File: src/rtl/reg_file_2r1w.sv
// Register file: 2**ADDR_W words of DATA_W bits, one synchronous write port, two read ports.
// Optional same-cycle write forwarding, registered read outputs and a constant-zero word 0.
`timescale 1ns/1ps
module reg_file_2r1w #(
  parameter int DATA_W    = 32,
  parameter int ADDR_W    = 3,
  parameter int READ_REG  = 0,
  parameter int BYPASS    = 1,
  parameter int ZERO_REG0 = 0
) (
  input  logic              clk,
  input  logic              reset_n,
  input  logic              we,
  input  logic [ADDR_W-1:0] wAddr,
  input  logic [DATA_W-1:0] wData,
  input  logic [ADDR_W-1:0] rAddr0,
  input  logic [ADDR_W-1:0] rAddr1,
  output logic [DATA_W-1:0] rData0,
  output logic [DATA_W-1:0] rData1
);
  localparam int NREGS = 2**ADDR_W;

  logic [DATA_W-1:0] r_mem [NREGS];
  logic              w_wr_en;
  logic [ADDR_W-1:0] w_raddr [2];
  logic [DATA_W-1:0] w_rdata [2];

  // A write aimed at the hard-wired zero word is dropped entirely, including forwarding.
  assign w_wr_en = we && !((ZERO_REG0 != 0) && (wAddr == '0));

  always_ff @(posedge clk or negedge reset_n) begin
    if (!reset_n) begin
      for (int i = 0; i < NREGS; i++) begin
        r_mem[i] <= '0;
      end
    end else if (w_wr_en) begin
      r_mem[wAddr] <= wData;
    end
  end

  assign w_raddr[0] = rAddr0;
  assign w_raddr[1] = rAddr1;

  for (genvar gi = 0; gi < 2; gi++) begin : g_port
    logic [DATA_W-1:0] w_comb;

    always_comb begin
      w_comb = r_mem[w_raddr[gi]];
      if ((BYPASS != 0) && w_wr_en && (w_raddr[gi] == wAddr)) begin
        w_comb = wData;
      end
      if ((ZERO_REG0 != 0) && (w_raddr[gi] == '0)) begin
        w_comb = '0;
      end
    end

    if (READ_REG != 0) begin : g_reg
      logic [DATA_W-1:0] r_rdata;

      always_ff @(posedge clk or negedge reset_n) begin
        if (!reset_n) begin
          r_rdata <= '0;
        end else begin
          r_rdata <= w_comb;
        end
      end

      assign w_rdata[gi] = r_rdata;
    end else begin : g_comb
      assign w_rdata[gi] = w_comb;
    end
  end

  assign rData0 = w_rdata[0];
  assign rData1 = w_rdata[1];
endmodule

File: config.mk
export PLATFORM = sky130hd
export DESIGN_NAME = reg_file_2r1w
export DESIGN_NICKNAME = d
export VERILOG_FILES = /design/src/rtl/reg_file_2r1w.sv
export SDC_FILE = /design/constraint.sdc
export NUM_CORES = 1
export LEC_CHECK = 0
export ABC_AREA = 1
export BUFFER_PORTS_ARGS = -buffer_cell sky130_fd_sc_hd__clkbuf_2
export CORE_AREA = 3 3 200 202
export DETAILED_ROUTE_END_ITERATION = 10
export DIE_AREA = 0 0 203 205
export HOLD_SLACK_MARGIN = 0.15
export SETUP_SLACK_MARGIN = 0.15
export SLEW_MARGIN = 20
export SYNTH_ARGS = -nofsm -noshare
export SYNTH_HDL_FRONTEND = slang
export SYNTH_SLANG_ARGS = --single-unit
File: constraint.sdc
create_clock -name clk -period 1 [get_ports clk]
set_input_delay 0.1 -clock clk [delete_from_list [all_inputs] [get_ports clk]]
set_output_delay 0.1 -clock clk [all_outputs]
set_load 0.005 [all_outputs]
==> metrics.cfg, run 1 <==
[worst_setup_path]
cp_max_fo=3
worstPathRequired_ps=900
end_kind=primary output
worst-path-stages=7
cp_cell_sequence=inv_2, nand2_1, nand3_1, nand3_1, nand3_2, nand2_1, clkbuf_2
cp_top_family=simple AND/OR/NAND/NOR gates
slowest_delay_ps=370
crit_type=reg -> out
worstPathArrival_ps=1560
cp-start-kind=flop
rr_worst_depth=4
path_buf_inv=2
critPathLaunch=r_mem[26]
rr_startpoint=r_mem[76]
slowest_stage=dfrtp_1

[cells_and_area]
final_common_cell=nand2_1
antenna_cells=0
drive_gt1_share_pct=35.0
synthToLayoutAreaGrowth_pct=37.4
largest_register=r_mem
nets=2621
layout_common_cells=854 x nand2_1, 269 x nand3_2, 256 x dfrtp_1
largest_register_ffs=256
top_regs=r_mem x256

[timing]
setup_slack_ps=-660
tns_ps=-38820
fin_worst_skew_ps=0
min_period_ps=1660
setup_violations=64
rsz0062_at_grt=yes
max_slew_margin_pct=70.6
fin_crit_sh_pct=166
worst_pin_slew_ps=441
timing.fmax_mhz=602
hold_viol_final=0
report.final.slew_viol_count=0

[yosys]
synthDistinctLibCells=17
synth_fp_nets=2397
postSynthAreaPerCell_um2=6.50
ys_warn_count=0
netlist_area_mm2=0.0153
yosys.area.top_type=dfrtp_1
synth_top_area_share_pct=41.9
syn_inst=2353
ys_ff_latch=256
synth_area_leaders=dfrtp_1 42%, nand2_1 23%, nand3_1 15%, o21ai_0 8.3%, inv_1 7.2%
ys_seq_area_share_pct=41.9

[clock_tree]
insertion_delay_ps=570
clk_pin_slew_worst_paths_ps=60
cts_buffers=30
cts-root-buf=clkbuf_16
cts_buffer_depth=3
h-tree-depth=1
ctsHoldBuffers=33
cts.sink_count=256
cts_tree=yes

[power_and_ir_drop]
p_leak_nw=11.0
pwr-share-comb_pct=30.3
powerDensity_mw_per_mm2=1700
clock_power_share_pct=31.7
intPower_mw=23.9
ir_drop_mv=1.23
p_switching_mw=11.9
netSwitchingFraction_pct=33.3
pwr-share-seq_pct=37.9

[grt]
grt_start_max_net_pins=65
grt_usage_pct=25.2
grt.overflow.total=0
grt_pass1_wl_um=84300
grt_pass1_vias=15800
grt_antenna_before_repair=0

[die]
die_y_um=205
fp.dieW_um=203
pin_count=108
start_util_pct=39.7
placementRows=72
die_area_mm2=0.0416
coreArea_mm2=0.0385

[outcome]
violations=setup timing
status=finished, violations left

[routing]
routed_wl_um=54900
viasPerCell=5.28
postRouteAntennaNets=0
drc=0
vias=16400
first_pass_iters=5
drt_iter0_markers=1299
wl_per_cell_um=17.6

[place]
hpwl_um=33000
portBuffers=107
place_ws_ps=-435
gp_congestion=0.858

[flow_run]
cap_violations=0

[worst_hold_path]
hold_class=in -> async

[area by class of cell]
class                      count  area (um2)
timing repair buffer         351        3180
clock buffer                  38         842
inverter                     299        1140
sequential                   256        6410
fill                        3527       17500
clock inverter                13         165
multi-input combinational   1639        8620
tap                          518         648
[power by group through the flow]
stage	clock (mW)	sequential, mW	combinational [mW]
finish	11.4	13.6	10.9
global placement	0	13.4	8.16
global route	12.0	13.8	12.2
CTS	11.6	13.3	9.03
detailed placement	0	13.4	8.39
floorplan	0	13.2	5.57
[what timing repair did]
action	CTS	global route
endpoints found under the setup margin	64	67
pin swaps	147	189
hold endpoints to repair	512	24
setup buffers	18	75
resized for setup	126	416
[Yosys cell counts (all sizes together)]
cell type / n
nand3: 447
inv: 299
dfrtp: 256
clkbuf: 73
nand2: 925
nor2: 10
nor3: 1
o21ai: 256
buf: 86
[logic make-up (layout without fill, tap and decap cells)]
| family | count (synthesis) | in the layout | share of synthesized area, % |
|---|---|---|---|
| flip-flops | 256 | 256 | 41.9 |
| buffers and inverters | 458 | 701 | 11.9 |
| AND/OR/NAND/NOR | 1383 | 1383 | 37.8 |
| AO/OA/AOI/OAI | 256 | 256 | 8.38 |
[layer usage]
metal  global-route usage (%)  up-vias  share of wire, %
li1                         -     7830                 -
met1                     32.6     7774                42
met2                     42.8      653                48
met3                     3.27      173               6.1
met4                     10.5        0               4.2
met5                        0        -                 0
[metrics by stage]
step	instance area (um2)	util, %	instances	hold WS [ps]	power (mW)
after global routing	21000	54.6	3114	31.9	37.9
after detailed placement	17400	45.3	2937	23.2	21.8
final	21000	54.6	3114	16.8	35.8
after CTS	19400	50.3	3039	4.97	33.9
after floorplan	15600	-	2353	-196	18.8
after global placement	17400	45.3	2937	22.5	21.6
[final timing paths]
path | endpoint | slack [ps]
setup / recovery | rData0[26] | -660
hold / removal | r_mem[215] | 20
setup reg to reg | r_mem[76] | 120
hold reg to reg | r_mem[56] | 480
max in group asynchronous | r_mem[67] | 450
min in group clk | r_mem[8] | 210
(Power assumes the default switching activity.)
==> run 2, diff against run 1 <==
--- a/config.mk
+++ b/config.mk
@@ -5,11 +5,10 @@
 export SDC_FILE = /design/constraint.sdc
 export NUM_CORES = 1
 export LEC_CHECK = 0
-export ABC_AREA = 1
 export BUFFER_PORTS_ARGS = -buffer_cell sky130_fd_sc_hd__clkbuf_2
-export CORE_AREA = 3 3 200 202
+export CORE_AREA = 3 3 196 198
 export DETAILED_ROUTE_END_ITERATION = 10
-export DIE_AREA = 0 0 203 205
+export DIE_AREA = 0 0 199 201
 export HOLD_SLACK_MARGIN = 0.15
 export SETUP_SLACK_MARGIN = 0.15
 export SLEW_MARGIN = 20
==> run 2 against run 1 <==
Against the previous run: the run still ends with setup timing left; worst hold slack better by 140 ps; critical path depth down 3; first-iteration DRC count down 68%; sequential power up 7%; largest power group unchanged; area after synthesis down 4.0%; combinational power up 20%; global-route usage down 5.4 points; worst setup slack worse by 570 ps; largest cell class unchanged; highest routed layer is now met5; critical path type unchanged; die area down 3.9%; power up 7.5%; sequential share of layout area up 1.6 points; fmax down 26%.
==> metrics.cfg, run 2 <==
[worst_setup_path]
worstPathArrival_ps=2130
cp_max_fo=3
cp-start-kind=flop
worstPathRequired_ps=900
crit_type=reg -> out
end_kind=primary output

[routing]
postRouteAntennaNets=0
drc=0
drt_iter0_markers=414
first_pass_iters=4
routed_wl_um=40200
vias=9154
viasPerCell=5.49
wl_per_cell_um=24.1

[clock_tree]
clk_pin_slew_worst_paths_ps=60
cts_tree=yes
cts_buffers=30
cts.sink_count=256
h-tree-depth=1
cts_buffer_depth=3
cts-root-buf=clkbuf_16
insertion_delay_ps=550

[yosys]
synth_top_area_share_pct=43.7
synthArstFlopShare_pct=100
postSynthAreaPerCell_um2=16.5
ys_seq_area_share_pct=43.7
synthTopCellsByCount=256 x dfrtp_1, 188 x mux2_1, 167 x mux2_2, 72 x mux4_2, 56 x mux4_1
syn_inst=888
synth_area_leaders=dfrtp_1 44%, mux2_1 14%, mux2_2 13%, mux4_2 11%, mux4_1 10%
yosys.area.top_type=dfrtp_1
synthFlopType=dfrtp_1
synth_fp_nets=932
ys_ff_latch=256
ys_warn_count=0
netlist_area_mm2=0.0147
yosysMostFrequentCell=dfrtp_1
synthDistinctLibCells=20
synth-edff-count=0

[die]
fp.dieW_um=199
pin_count=108
coreArea_mm2=0.0367
die_area_mm2=0.0400
placementRows=70
die_y_um=201
start_util_pct=40.0

[timing]
setup_violations=69
report.final.slew_viol_count=0
fin_crit_sh_pct=223
fin_worst_skew_ps=0
worst_pin_slew_ps=394
timing.fmax_mhz=448
min_period_ps=2230
hold_viol_final=0
max_slew_margin_pct=73.7
setup_slack_ps=-1230
rsz0062_at_grt=yes

[cells_and_area]
largest_register=r_mem
layout_common_cells=292 x mux2_4, 256 x dfrtp_1, 128 x mux4_2
top_regs=r_mem x256
nets=1221
drive_gt1_share_pct=73.9
final_common_cell=mux2_4
largest_register_ffs=256
synthToLayoutAreaGrowth_pct=36.0

[power_and_ir_drop]
p_leak_nw=9.21
ir_drop_mv=1.29
p_total_mw=38.5
powerDensity_mw_per_mm2=1930

[place]
place_ws_ps=-913
hpwl_um=25100
portBuffers=107
gp_congestion=0.733

[outcome]
violations=setup timing
status=finished, violations left

[grt]
grt_usage_pct=19.8
grt.overflow.total=0
grt_pass1_vias=9949
grt_pass1_wl_um=61500
grt_antenna_before_repair=2
grt_start_max_net_pins=68

[flow_run]
cap_violations=0

[worst_hold_path]
hold_class=in -> reg

==> run 2: through the flow <==
| step | hold slack (ps) | setup TNS (ps) | util (%) | cells | cell area, um2 |
|---|---|---|---|---|---|
| 4_1_cts | 166 | -76430 | 52.9 | 1644 | 19400 |
| 3_3_place_gp | -66.9 | -162510 | 48.0 | 1531 | 17600 |
| 6_report | 160 | -75630 | 54.3 | 1668 | 19900 |
| 5_1_grt | 183 | -79450 | 54.3 | 1668 | 19900 |
| 3_5_place_dp | -64.6 | -165140 | 48.0 | 1531 | 17600 |
| 2_1_floorplan | -196 | -86290 | - | 888 | 15700 |
==> run 2: report_power, final <==
part	switching (mW)	internal, mW
Sequential	1.80	12.7
Clock	4.46	6.49
Combinational	3.68	9.38
Total	9.93	28.5
==> run 2: timing repair <==
item	CTS	global route
gates cloned	1	4
pin swaps	1	3
hold buffers	34	1
endpoints found under the setup margin	230	187
resized for setup	79	86
setup buffers	24	20
hold endpoints to repair	512	5
==> run 2: worst max-delay path: stages, from the launching register on <==
cell      delay [ps]
dfrtp_1          410
mux4_2           480
mux2_4           310
mux2_4           270
clkbuf_2         110
==> run 2: path summary, 6_finish.rpt <==
check | cells past startpoint | start | slack [ps] | endpoint
max | 4 | r_mem[251] | -1230 | rData0[27]
min | 4 | wAddr[2] | 160 | r_mem[139]
max reg2reg | 4 | r_mem[72] | -100 | r_mem[72]
min reg2reg | 1 | r_mem[0] | 510 | r_mem[0]
max in group asynchronous | 3 | reset_n | 110 | r_mem[136]
min in group asynchronous | 3 | reset_n | 170 | r_mem[8]
==> run 2: cells by family (layout without fill, tap and decap cells) <==
| logic type | Yosys count | after routing | synth area share [%] |
|---|---|---|---|
| buffers and inverters | 102 | 413 | 4.00 |
| and+or+nand+nor | 12 | 12 | 0.648 |
| muxes | 512 | 512 | 51.3 |
| xor gates and xnor gates | 6 | 6 | 0.358 |
| DFF | 256 | 256 | 43.7 |
| other | 0 | 1 | 0 |
==> run 2: layout make-up <==
class                           instances  area [um2]
Timing Repair Buffer                  359        3460
Fill cell                            2928       16800
Tap cell                              468         586
Clock inverter                         16         138
Sequential cell                       256        6410
Clock buffer                           38         852
Multi-Input combinational cell        530        8500
Antenna cell                            1        2.50
==> run 2: metal layers <==
layer,global-route usage [%],wire [um],up-vias
met2,31.7,19500,149
met3,3.09,1590,45
met5,0,11,-
li1,-,-,4001
met4,3.71,565,2
met1,29.0,18600,4957
